===== config.mk =====
export PLATFORM = sky130hd
export DESIGN_NAME = spram_initiator
export DESIGN_NICKNAME = d
export VERILOG_FILES = /design/src/rtl/spram_pkg.sv /design/src/rtl/spram_initiator.sv
export SDC_FILE = /design/constraint.sdc
export NUM_CORES = 1
export LEC_CHECK = 0
export ABC_CLOCK_PERIOD_IN_PS = 1400
export CAP_MARGIN = 20
export CORE_MARGIN = 4
export CORE_UTILIZATION = 30
export DETAILED_ROUTE_END_ITERATION = 10
export PLACE_DENSITY_LB_ADDON = 0.15
export SKIP_CTS_REPAIR_TIMING = 1
export SLEW_MARGIN = 20
export SYNTH_ARGS = -nofsm -noshare
export SYNTH_HDL_FRONTEND = slang
export SYNTH_SLANG_ARGS = --single-unit

===== constraint.sdc =====
create_clock -name clk -period 1.4 [get_ports clk]
set_input_delay 0.21 -clock clk [delete_from_list [all_inputs] [get_ports clk]]
set_output_delay 0.21 -clock clk [all_outputs]
set_load 0.005 [all_outputs]

===== src/rtl/spram_pkg.sv =====
// Shared types and default widths for the single-port RAM initiator
// and the single_port_ram instances it drives.
package spram_pkg;

  localparam int SPRAM_DW = 8;
  localparam int SPRAM_AW = 4;

  typedef enum logic [2:0] {
    IDLE    = 3'd0,
    WRITE   = 3'd1,
    READ    = 3'd2,
    CAPTURE = 3'd3,
    RSP     = 3'd4,
    INIT    = 3'd5
  } state_e;

endpackage


===== src/rtl/spram_initiator.sv =====
// Client-side sequencer for a single-port RAM with one-cycle read latency.
// Optional SPRAM_INIT_CLEAR_EN: zero-fill sweep of the RAM after reset.
module spram_initiator
  import spram_pkg::*;
#(
  parameter int DATA_WIDTH = SPRAM_DW,
  parameter int ADDR_WIDTH = SPRAM_AW
) (
  input  logic                  clk,
  input  logic                  rst,
  input  logic                  req_valid,
  output logic                  req_ready,
  input  logic                  req_we,
  input  logic [ADDR_WIDTH-1:0] req_addr,
  input  logic [DATA_WIDTH-1:0] req_wdata,
  output logic                  wr_ack,
  output logic                  rsp_valid,
  input  logic                  rsp_ready,
  output logic [DATA_WIDTH-1:0] rsp_rdata,
  output logic                  mem_en,
  output logic [ADDR_WIDTH-1:0] mem_addr,
  output logic [DATA_WIDTH-1:0] mem_din,
  input  logic [DATA_WIDTH-1:0] mem_dout
);

  state_e                  state_q, state_d;
  logic                    mem_en_q, mem_en_d;
  logic [ADDR_WIDTH-1:0]   mem_addr_q, mem_addr_d;
  logic [DATA_WIDTH-1:0]   mem_din_q, mem_din_d;
  logic                    wr_ack_q, wr_ack_d;
  logic                    rsp_valid_q, rsp_valid_d;
  logic [DATA_WIDTH-1:0]   rsp_rdata_q, rsp_rdata_d;
  logic                    accept;

`ifdef SPRAM_INIT_CLEAR_EN
  localparam state_e RST_STATE = INIT;
  localparam logic   RST_EN    = 1'b1;
`else
  localparam state_e RST_STATE = IDLE;
  localparam logic   RST_EN    = 1'b0;
`endif

  assign req_ready = (state_q == IDLE);
  assign accept    = req_valid && req_ready;

  assign mem_en    = mem_en_q;
  assign mem_addr  = mem_addr_q;
  assign mem_din   = mem_din_q;
  assign wr_ack    = wr_ack_q;
  assign rsp_valid = rsp_valid_q;
  assign rsp_rdata = rsp_rdata_q;

  // Next state and next value of every registered output.
  always_comb begin
    state_d     = state_q;
    mem_addr_d  = mem_addr_q;
    mem_din_d   = mem_din_q;
    rsp_valid_d = rsp_valid_q;
    rsp_rdata_d = rsp_rdata_q;
    unique case (state_q)
      IDLE: begin
        if (accept) begin
          mem_addr_d = req_addr;
          mem_din_d  = req_wdata;
          state_d    = req_we ? WRITE : READ;
        end
      end
      WRITE:   state_d = IDLE;
      READ:    state_d = CAPTURE;
      CAPTURE: begin
        rsp_rdata_d = mem_dout;
        rsp_valid_d = 1'b1;
        state_d     = RSP;
      end
      RSP: begin
        if (rsp_ready) begin
          rsp_valid_d = 1'b0;
          state_d     = IDLE;
        end
      end
      INIT: begin
`ifdef SPRAM_INIT_CLEAR_EN
        mem_din_d = '0;
        if (mem_addr_q == '1) begin
          state_d = IDLE;
        end else begin
          mem_addr_d = mem_addr_q + ADDR_WIDTH'(1);
        end
`else
        state_d = IDLE;
`endif
      end
      default: state_d = IDLE;
    endcase
    // Strobes follow the state they belong to, so register them from state_d.
    mem_en_d = (state_d == WRITE) || (state_d == INIT);
    wr_ack_d = (state_d == WRITE);
  end

  // State and output registers with synchronous reset.
  always_ff @(posedge clk) begin
    if (rst) begin
      state_q     <= RST_STATE;
      mem_en_q    <= RST_EN;
      mem_addr_q  <= '0;
      mem_din_q   <= '0;
      wr_ack_q    <= 1'b0;
      rsp_valid_q <= 1'b0;
      rsp_rdata_q <= '0;
    end else begin
      state_q     <= state_d;
      mem_en_q    <= mem_en_d;
      mem_addr_q  <= mem_addr_d;
      mem_din_q   <= mem_din_d;
      wr_ack_q    <= wr_ack_d;
      rsp_valid_q <= rsp_valid_d;
      rsp_rdata_q <= rsp_rdata_d;
    end
  end

endmodule


# --- Word level (Yosys, flattened, before mapping) ---
# Cells that the tools add are included.
totals:
  out_inout_bits: 24
  input_bits: 25
  elab_cells: 25
  regBits: 26
op_classes:
  n_reduce_logical: 6
  muxes: 6
  n_eq_ne: 6
op_table:
  columns: ["op", "n"]
  rows:
  - ["case mux 3 bit (4 select lines)", 1]
  - ["== test 3 x 2 -> 1 bit (second input constant)", 2]
  - ["== test 3 bit (second input constant)", 2]
  - ["two-way mux 3 bit", 2]
  - ["AND reduction 2 bit", 2]
  - ["== test 3 x 1 -> 1 bit (second input constant)", 1]
  - ["zero test 3 bit", 1]
  - ["two-way mux 2 bit", 1]
  - ["inequality test 2 bit (second input constant)", 1]
  - ["case mux 1 bit (2 select lines)", 1]
  - ["nonzero test 2 bit", 1]
  - ["logical AND 1 bit", 1]
  - ["logical OR 1 bit", 1]
  - ["two-way mux 1 bit", 1]

# --- Logic depth before layout (Yosys ltp) ---
# Gate-level depths: netlist of run 1.
depth:
  depth_word: 6
  depth_mapped: 3
  depth_no_buf: 2

# --- Worst setup path before layout of run 1 ---
# OpenSTA, ideal clock, no wires.
synth_path:
  kind: "reg-to-reg"
  startpoint: "register state_q[0]"
  endpoint: "register mem_addr_q[0], in the netlist mem_addr[0]"
  synth_period_minus_slack_ps: 1158
  t_required_ps: 1328
  slack_ps: 242
  path_stages_with_launch: 4
  n_path_buf: 1
  setup_time_ps: 72
  arrival_ps: 1087
  cell_sequence: "dfxtp_1 -> nor4b_4 -> buf_6 -> mux2i_1"
synth_via:
  elab_chain_cells: 3
synth_rtl:
  columns: ["element", "line_no", "source"]
  rows:
  - ["start, declared", "spram_initiator.sv:26", "state_e state_q, state_d;"]
  - ["start signal, assigned", "spram_initiator.sv:111", "state_q <= state_d;"]
  - ["zero test 3 bit *", "spram_initiator.sv:43, spram_initiator.sv:60", null]
  - ["logical AND 1 bit", "spram_initiator.sv:44", "assign accept = req_valid && req_ready;"]
  - ["AND reduction 2 bit (no line) *", null, null]
  - ["end signal, assigned", "spram_initiator.sv:113", "mem_addr_q <= mem_addr_d;"]
  - ["end, declared", "spram_initiator.sv:28", "logic [ADDR_WIDTH-1:0] mem_addr_q, mem_addr_d;"]
# Mark *: on every way between the ends. The rest lies on a longest branch, timed or not.
# A chain may end at the register's enable or synchronous reset.

# --- Worst setup path after layout of run 1 ---
layout_path:
  startpoint: "register mem_din_q[7], in the netlist mem_din[7]"
  endpoint: "output mem_din[7]"
layout_lines:
  columns: ["element", "line_no", "source"]
  rows:
  - ["start, declared", "spram_initiator.sv:29", "logic [DATA_WIDTH-1:0] mem_din_q, mem_din_d;"]
  - ["start signal, assigned", "spram_initiator.sv:114", "mem_din_q <= mem_din_d;"]
  - ["end, declared", "spram_initiator.sv:22", "output logic [DATA_WIDTH-1:0] mem_din,"]
# No word-level cell between the ends.

==> results_dict.tcl, run 1 <==
set metrics [dict create \
    htree_levels 1 \
    drc 0 \
    r2r_end "mem_din[1]" \
    row_count 22 \
    skew_ns 0.00349 \
    grt_pass1_vias 934 \
    synthTopCellsByArea "dfxtp_1 (45%), nand2b_1 (23%), mux2i_1 (17%)" \
    hold_class "reg -> reg" \
    port_buffers 48 \
    setup_violations 0 \
    clk_path_buf_depth 2 \
    hold_violations 0 \
    wirelength_mm 2.50 \
    yosysUniqueCellTypes 19 \
    yosysSeqAreaShare 0.452 \
    whs_ns 0.476 \
    crit_family "buffers and inverters" \
    peakVddDrop_mv 0.404 \
    core-area_um2 3690 \
    crit_fanout 2 \
    clk_latency_ns 0.26 \
    timing.final.crit_share 0.960 \
    end_kind "primary output" \
    rrSetupSlack_ns 0.14 \
    cellPowerDensity_nw_per_um2 880 \
    synth_edf_count 0 \
    io_pins 49 \
    max_freq_mhz 744 \
    cp-startpoint "mem_din[7]" \
    cts_root_buf "clkbuf_8" \
    yosys.area.top_type_share 0.452 \
    vias_per_cell 4.31 \
    worstMarginPinSlew_ns 0.289 \
    cts_made_buffers 3 \
    synth_top_cell_by_area "dfxtp_1" \
    worstHoldStart "mem_din[2]" \
    max_stage_delay_ns 0.52 \
    antenna_found_initial 0 \
    synth.most_common_cell "nand2b_1" \
    async_reset_ff_frac 0 \
    cp_data_required_time_ns 1.19 \
    vias 913 \
    worst_path_max_delay_cell "clkdlybuf4s50_1" \
    place.gp.congestion 0.661 \
    fp.dieArea_um2 4890 \
    yosys_warnings 0 \
    cp-start-kind "flop" \
    ys_top_cells_by_count "nand2b_1 (42), dfxtp_1 (26), mux2i_1 (20), clkbuf_1 (4)" \
    drive_above_1_share 0.116 \
    multiInputGateArea_um2 594 \
    syn_area_per_cell_um2 10.5 \
    grt_setup_unrepaired "false" \
    p_total_mw 1.58 \
    grt_pass1_wl_mm 4.31 \
    critPathKind "reg -> out" \
    start_util 0.312 \
    grt_max_degree 23 \
    synth_cells 110 \
    grtUsageTotal 0.106 \
    final_nets 190 \
    syn_area_um2 1150 \
    p_leak_nw 0.674 \
    cts_sinks 26 \
    run_status "completed" \
    synth_flop_cell "dfxtp_1" \
    critPathArrivalTime_ns 1.13 \
    fin_crit_ns 1.34 \
    final_util 0.486 \
    cts_tree "done" \
    postRouteAntennaNets 0 \
    grt-ovfl-total 0 \
    r2r.worst_path.cells 4 \
    relSlewSlack 0.807 \
    cp.depth 1 \
    ys_ff_latch 26 \
    n_fill_cell 383 \
    drt-wirelength-per-cell_um 11.8 \
    firstDrtPassIters 4 \
    seq_area_um2 522 \
    final_max_slew_viol_count 0 \
    syn_nets 135 \
    hold_path_end "mem_din[2]" \
    cp_num_buf_inv 1 \
    clk_transition_reported_paths_ns 0.09 \
    die_w_um 69.9 \
    diodes 0 \
    fin_setup_tns_ns 0 \
    syn2layout_area_growth_pct 55.9 \
    min_path_cells 2 \
    reg2reg_from "state_q[0]" \
    cap_viol_max_count 0 \
    fp.dieH_um 69.9 \
    drtIter0Drc 14 \
    crit_chain "clkdlybuf4s50_1" \
]
where the power goes:
part	leakage, nW	internal [mW]	switching, mW
Sequential	0.213	0.777	0.0205
Combinational	0.433	0.209	0.100
Clock	0.0288	0.251	0.221
through the flow:
step / setup WS (ns) / std cells / cell area (um2)
global placement: 0.0323 / 208 / 1730
global route: 0.00305 / 212 / 1790
detailed placement: -0.0236 / 208 / 1730
floorplan: 0.242 / 110 / 1150
finish: 0.0563 / 212 / 1790
CTS: -0.255 / 212 / 1790
flip-flops by register name, indices dropped and copies added (netlist names):
signal	cells
rsp_rdata	8
mem_en	1
mem_din	8
rsp_valid	1
wr_ack	1
mem_addr	4
state_q	3
per-layer routing:
layer	GRT usage	vias to the layer above	part of all wire
li1	-	471	-
met1	0.131	411	0.43
met2	0.175	29	0.48
met3	0.0360	2	0.076
met4	0.0255	0	0.0072
met5	0	-	0
kinds of logic (layout without fill, tap and decap cells):
logic type,Yosys count,count (layout),share of synthesized area
simple gates,51,51,0.308
mux,20,20,0.174
compound gates,5,5,0.0304
buf+inv,8,62,0.0359
flops,26,26,0.452
how the worst max path moves through the flow:
stage / to
floorplan: mem_addr[0]
global placement: mem_din[3]
detailed placement: mem_din[1]
CTS: req_ready
global route: mem_addr[0]
finish: mem_din[7]
layout by cell type, fill, tap and decap left out:
cell,netlist,layout
dlymetal6s2s_1,0,1
nor4b_4,1,1
clkbuf_8,0,4
or3_2,1,1
inv_1,2,2
and4b_1,2,2
buf_12,0,1
nand2b_1,42,42
dfxtp_1,26,25
clkdlybuf4s50_1,0,47
o21bai_1,1,1
and3b_2,1,1
nor4b_1,1,1
buf_4,1,7
o21ba_2,1,1
nor3_2,0,1
mux2i_1,20,20
a21oi_1,2,2
and4bb_2,1,1
dfxtp_2,0,1
nor2_1,1,1
a211oi_1,1,1
cell type report:
class                      count  share of cell area
clock buffer                   4              0.0307
tap                           48              0.0335
multi-input combinational     76               0.331
timing repair buffer          56               0.310
inverter                       2             0.00418
sequential                    26               0.291
No activity file was read; power rests on OpenSTA's default activity.
==> inputs of run 2 (changes only) <==
--- a/config.mk
+++ b/config.mk
@@ -7,6 +7,8 @@
 export LEC_CHECK = 0
 export ABC_CLOCK_PERIOD_IN_PS = 1400
 export CAP_MARGIN = 20
+export CELL_PAD_IN_SITES_DETAIL_PLACEMENT = 0
+export CELL_PAD_IN_SITES_GLOBAL_PLACEMENT = 1
 export CORE_MARGIN = 4
 export CORE_UTILIZATION = 30
 export DETAILED_ROUTE_END_ITERATION = 10
==> results_dict.tcl, run 2 (synthesis results as in run 1) <==
set metrics [dict create \
    hpwl_mm 1.88 \
    timing.final.crit_share 0.976 \
    hold_class "reg -> reg" \
    drt-wirelength-per-cell_um 11.8 \
    cts_tree "done" \
    final_nets 190 \
    crit_fanout 3 \
    worstMarginPinSlew_ns 0.289 \
    rrSetupSlack_ns 0.14 \
    fin_crit_ns 1.37 \
    cp_data_required_time_ns 1.19 \
    p_leak_nw 0.674 \
    cap_viol_max_count 0 \
    firstDrtPassIters 3 \
    antenna_found_initial 0 \
    max_stage_delay_ns 0.52 \
    peakVddDrop_mv 0.505 \
    syn2layout_area_growth_pct 55.9 \
    critPathKind "reg -> out" \
    setup_violations 0 \
    drc 0 \
    skew_ns 0.00160 \
    io_pins 49 \
    crit_chain "clkdlybuf4s50_1" \
    busiest_layer "met2" \
    row_count 22 \
    vias 931 \
    cts_made_buffers 3 \
    final_max_slew_viol_count 0 \
    die_w_um 69.9 \
    crit_family "buffers and inverters" \
    place_area_um2 1730 \
    cts_sinks 26 \
    diodes 0 \
    use_met1 0.122 \
    grt_util_met3 0.0403 \
    n_fill_cell 368 \
    use_met2 0.167 \
    final_cell_area_um2 1790 \
    max_freq_mhz 732 \
    drtIter0Drc 17 \
    most-common-layout-cells "clkdlybuf4s50_1 (47), nand2b_1 (42), dfxtp_1 (25), mux2i_1 (20), buf_4 (7)" \
    final_common_cell "clkdlybuf4s50_1" \
    whs_ns 0.477 \
    postRouteAntennaNets 0 \
    grt_pass1_wl_mm 4.17 \
    grt-ovfl-total 0 \
    cp_num_buf_inv 1 \
    place_ws_ns -0.0391 \
    grt_max_degree 23 \
    fp.dieH_um 69.9 \
    clk_latency_ns 0.27 \
    end_kind "primary output" \
    multiInputGateArea_um2 594 \
    relSlewSlack 0.807 \
    run_status "completed" \
    setup_ws_ns 0.0335 \
    vias_per_cell 4.39 \
    seq_area_um2 522 \
    hold_violations 0 \
    grt_pass1_vias 934 \
    core-area_um2 3690 \
    start_util 0.312 \
    cellPowerDensity_nw_per_um2 887 \
    place.gp.congestion 0.766 \
    fp.dieArea_um2 4890 \
    cp-start-kind "flop" \
    port_buffers 48 \
    wirelength_mm 2.51 \
    grtUsageTotal 0.105 \
    worst_path_max_delay_cell "clkdlybuf4s50_1" \
    grt_setup_unrepaired "false" \
    cts_root_buf "clkbuf_8" \
    critPathArrivalTime_ns 1.16 \
    drive_above_1_share 0.116 \
    htree_levels 1 \
    clk_path_buf_depth 2 \
    clk_transition_reported_paths_ns 0.09 \
]
run 2: cell counts in the layout (fill, tap and decap cells not counted):
No cell type changed its count.
run 2: power breakdown:
| part | switching, mW | internal [mW] |
|---|---|---|
| clock | 0.232 | 0.251 |
| combinational | 0.100 | 0.210 |
| sequential | 0.0207 | 0.778 |
| total | 0.353 | 1.24 |
run 2: tightest hold or removal path, delay by kind of cell, from the launching register on:
kind | cells | cell delay, ns
flops | 1 | 0.32
simple gates | 1 | 0.06
mux | 1 | 0.05
run 2: worst paths after layout:
check                             startpoint  cells after the start            to
worst max-delay path               rsp_valid                      1     rsp_valid
worst min-delay path            rsp_rdata[5]                      2  rsp_rdata[5]
worst max register to register    state_q[0]                      4    mem_din[2]
worst min register to register  rsp_rdata[5]                      2  rsp_rdata[5]
run 2: cell type report:
cell class,count,area share
Tap cell,48,0.0335
Inverter,2,0.00418
Sequential cell,26,0.291
Timing Repair Buffer,56,0.310
Multi-Input combinational cell,76,0.331
Clock buffer,4,0.0307
run 2: routing by layer:
metal / vias up / part of all wire
li1: 469 / -
met1: 427 / 0.45
met2: 31 / 0.46
met3: 4 / 0.077
met4: 0 / 0.016
met5: - / 0
run 2: through the flow:
| stage | setup TNS, ns | util | total power [mW] | instances |
|---|---|---|---|---|
| final | 0 | 0.486 | 1.59 | 212 |
| after detailed placement | -0.0987 | 0.469 | 1.13 | 208 |
| after CTS | -0.281 | 0.484 | 1.62 | 212 |
| after global placement | 0 | 0.469 | 1.12 | 208 |
| after global routing | 0 | 0.486 | 1.67 | 212 |
| after floorplan | 0 | - | 0.939 | 110 |
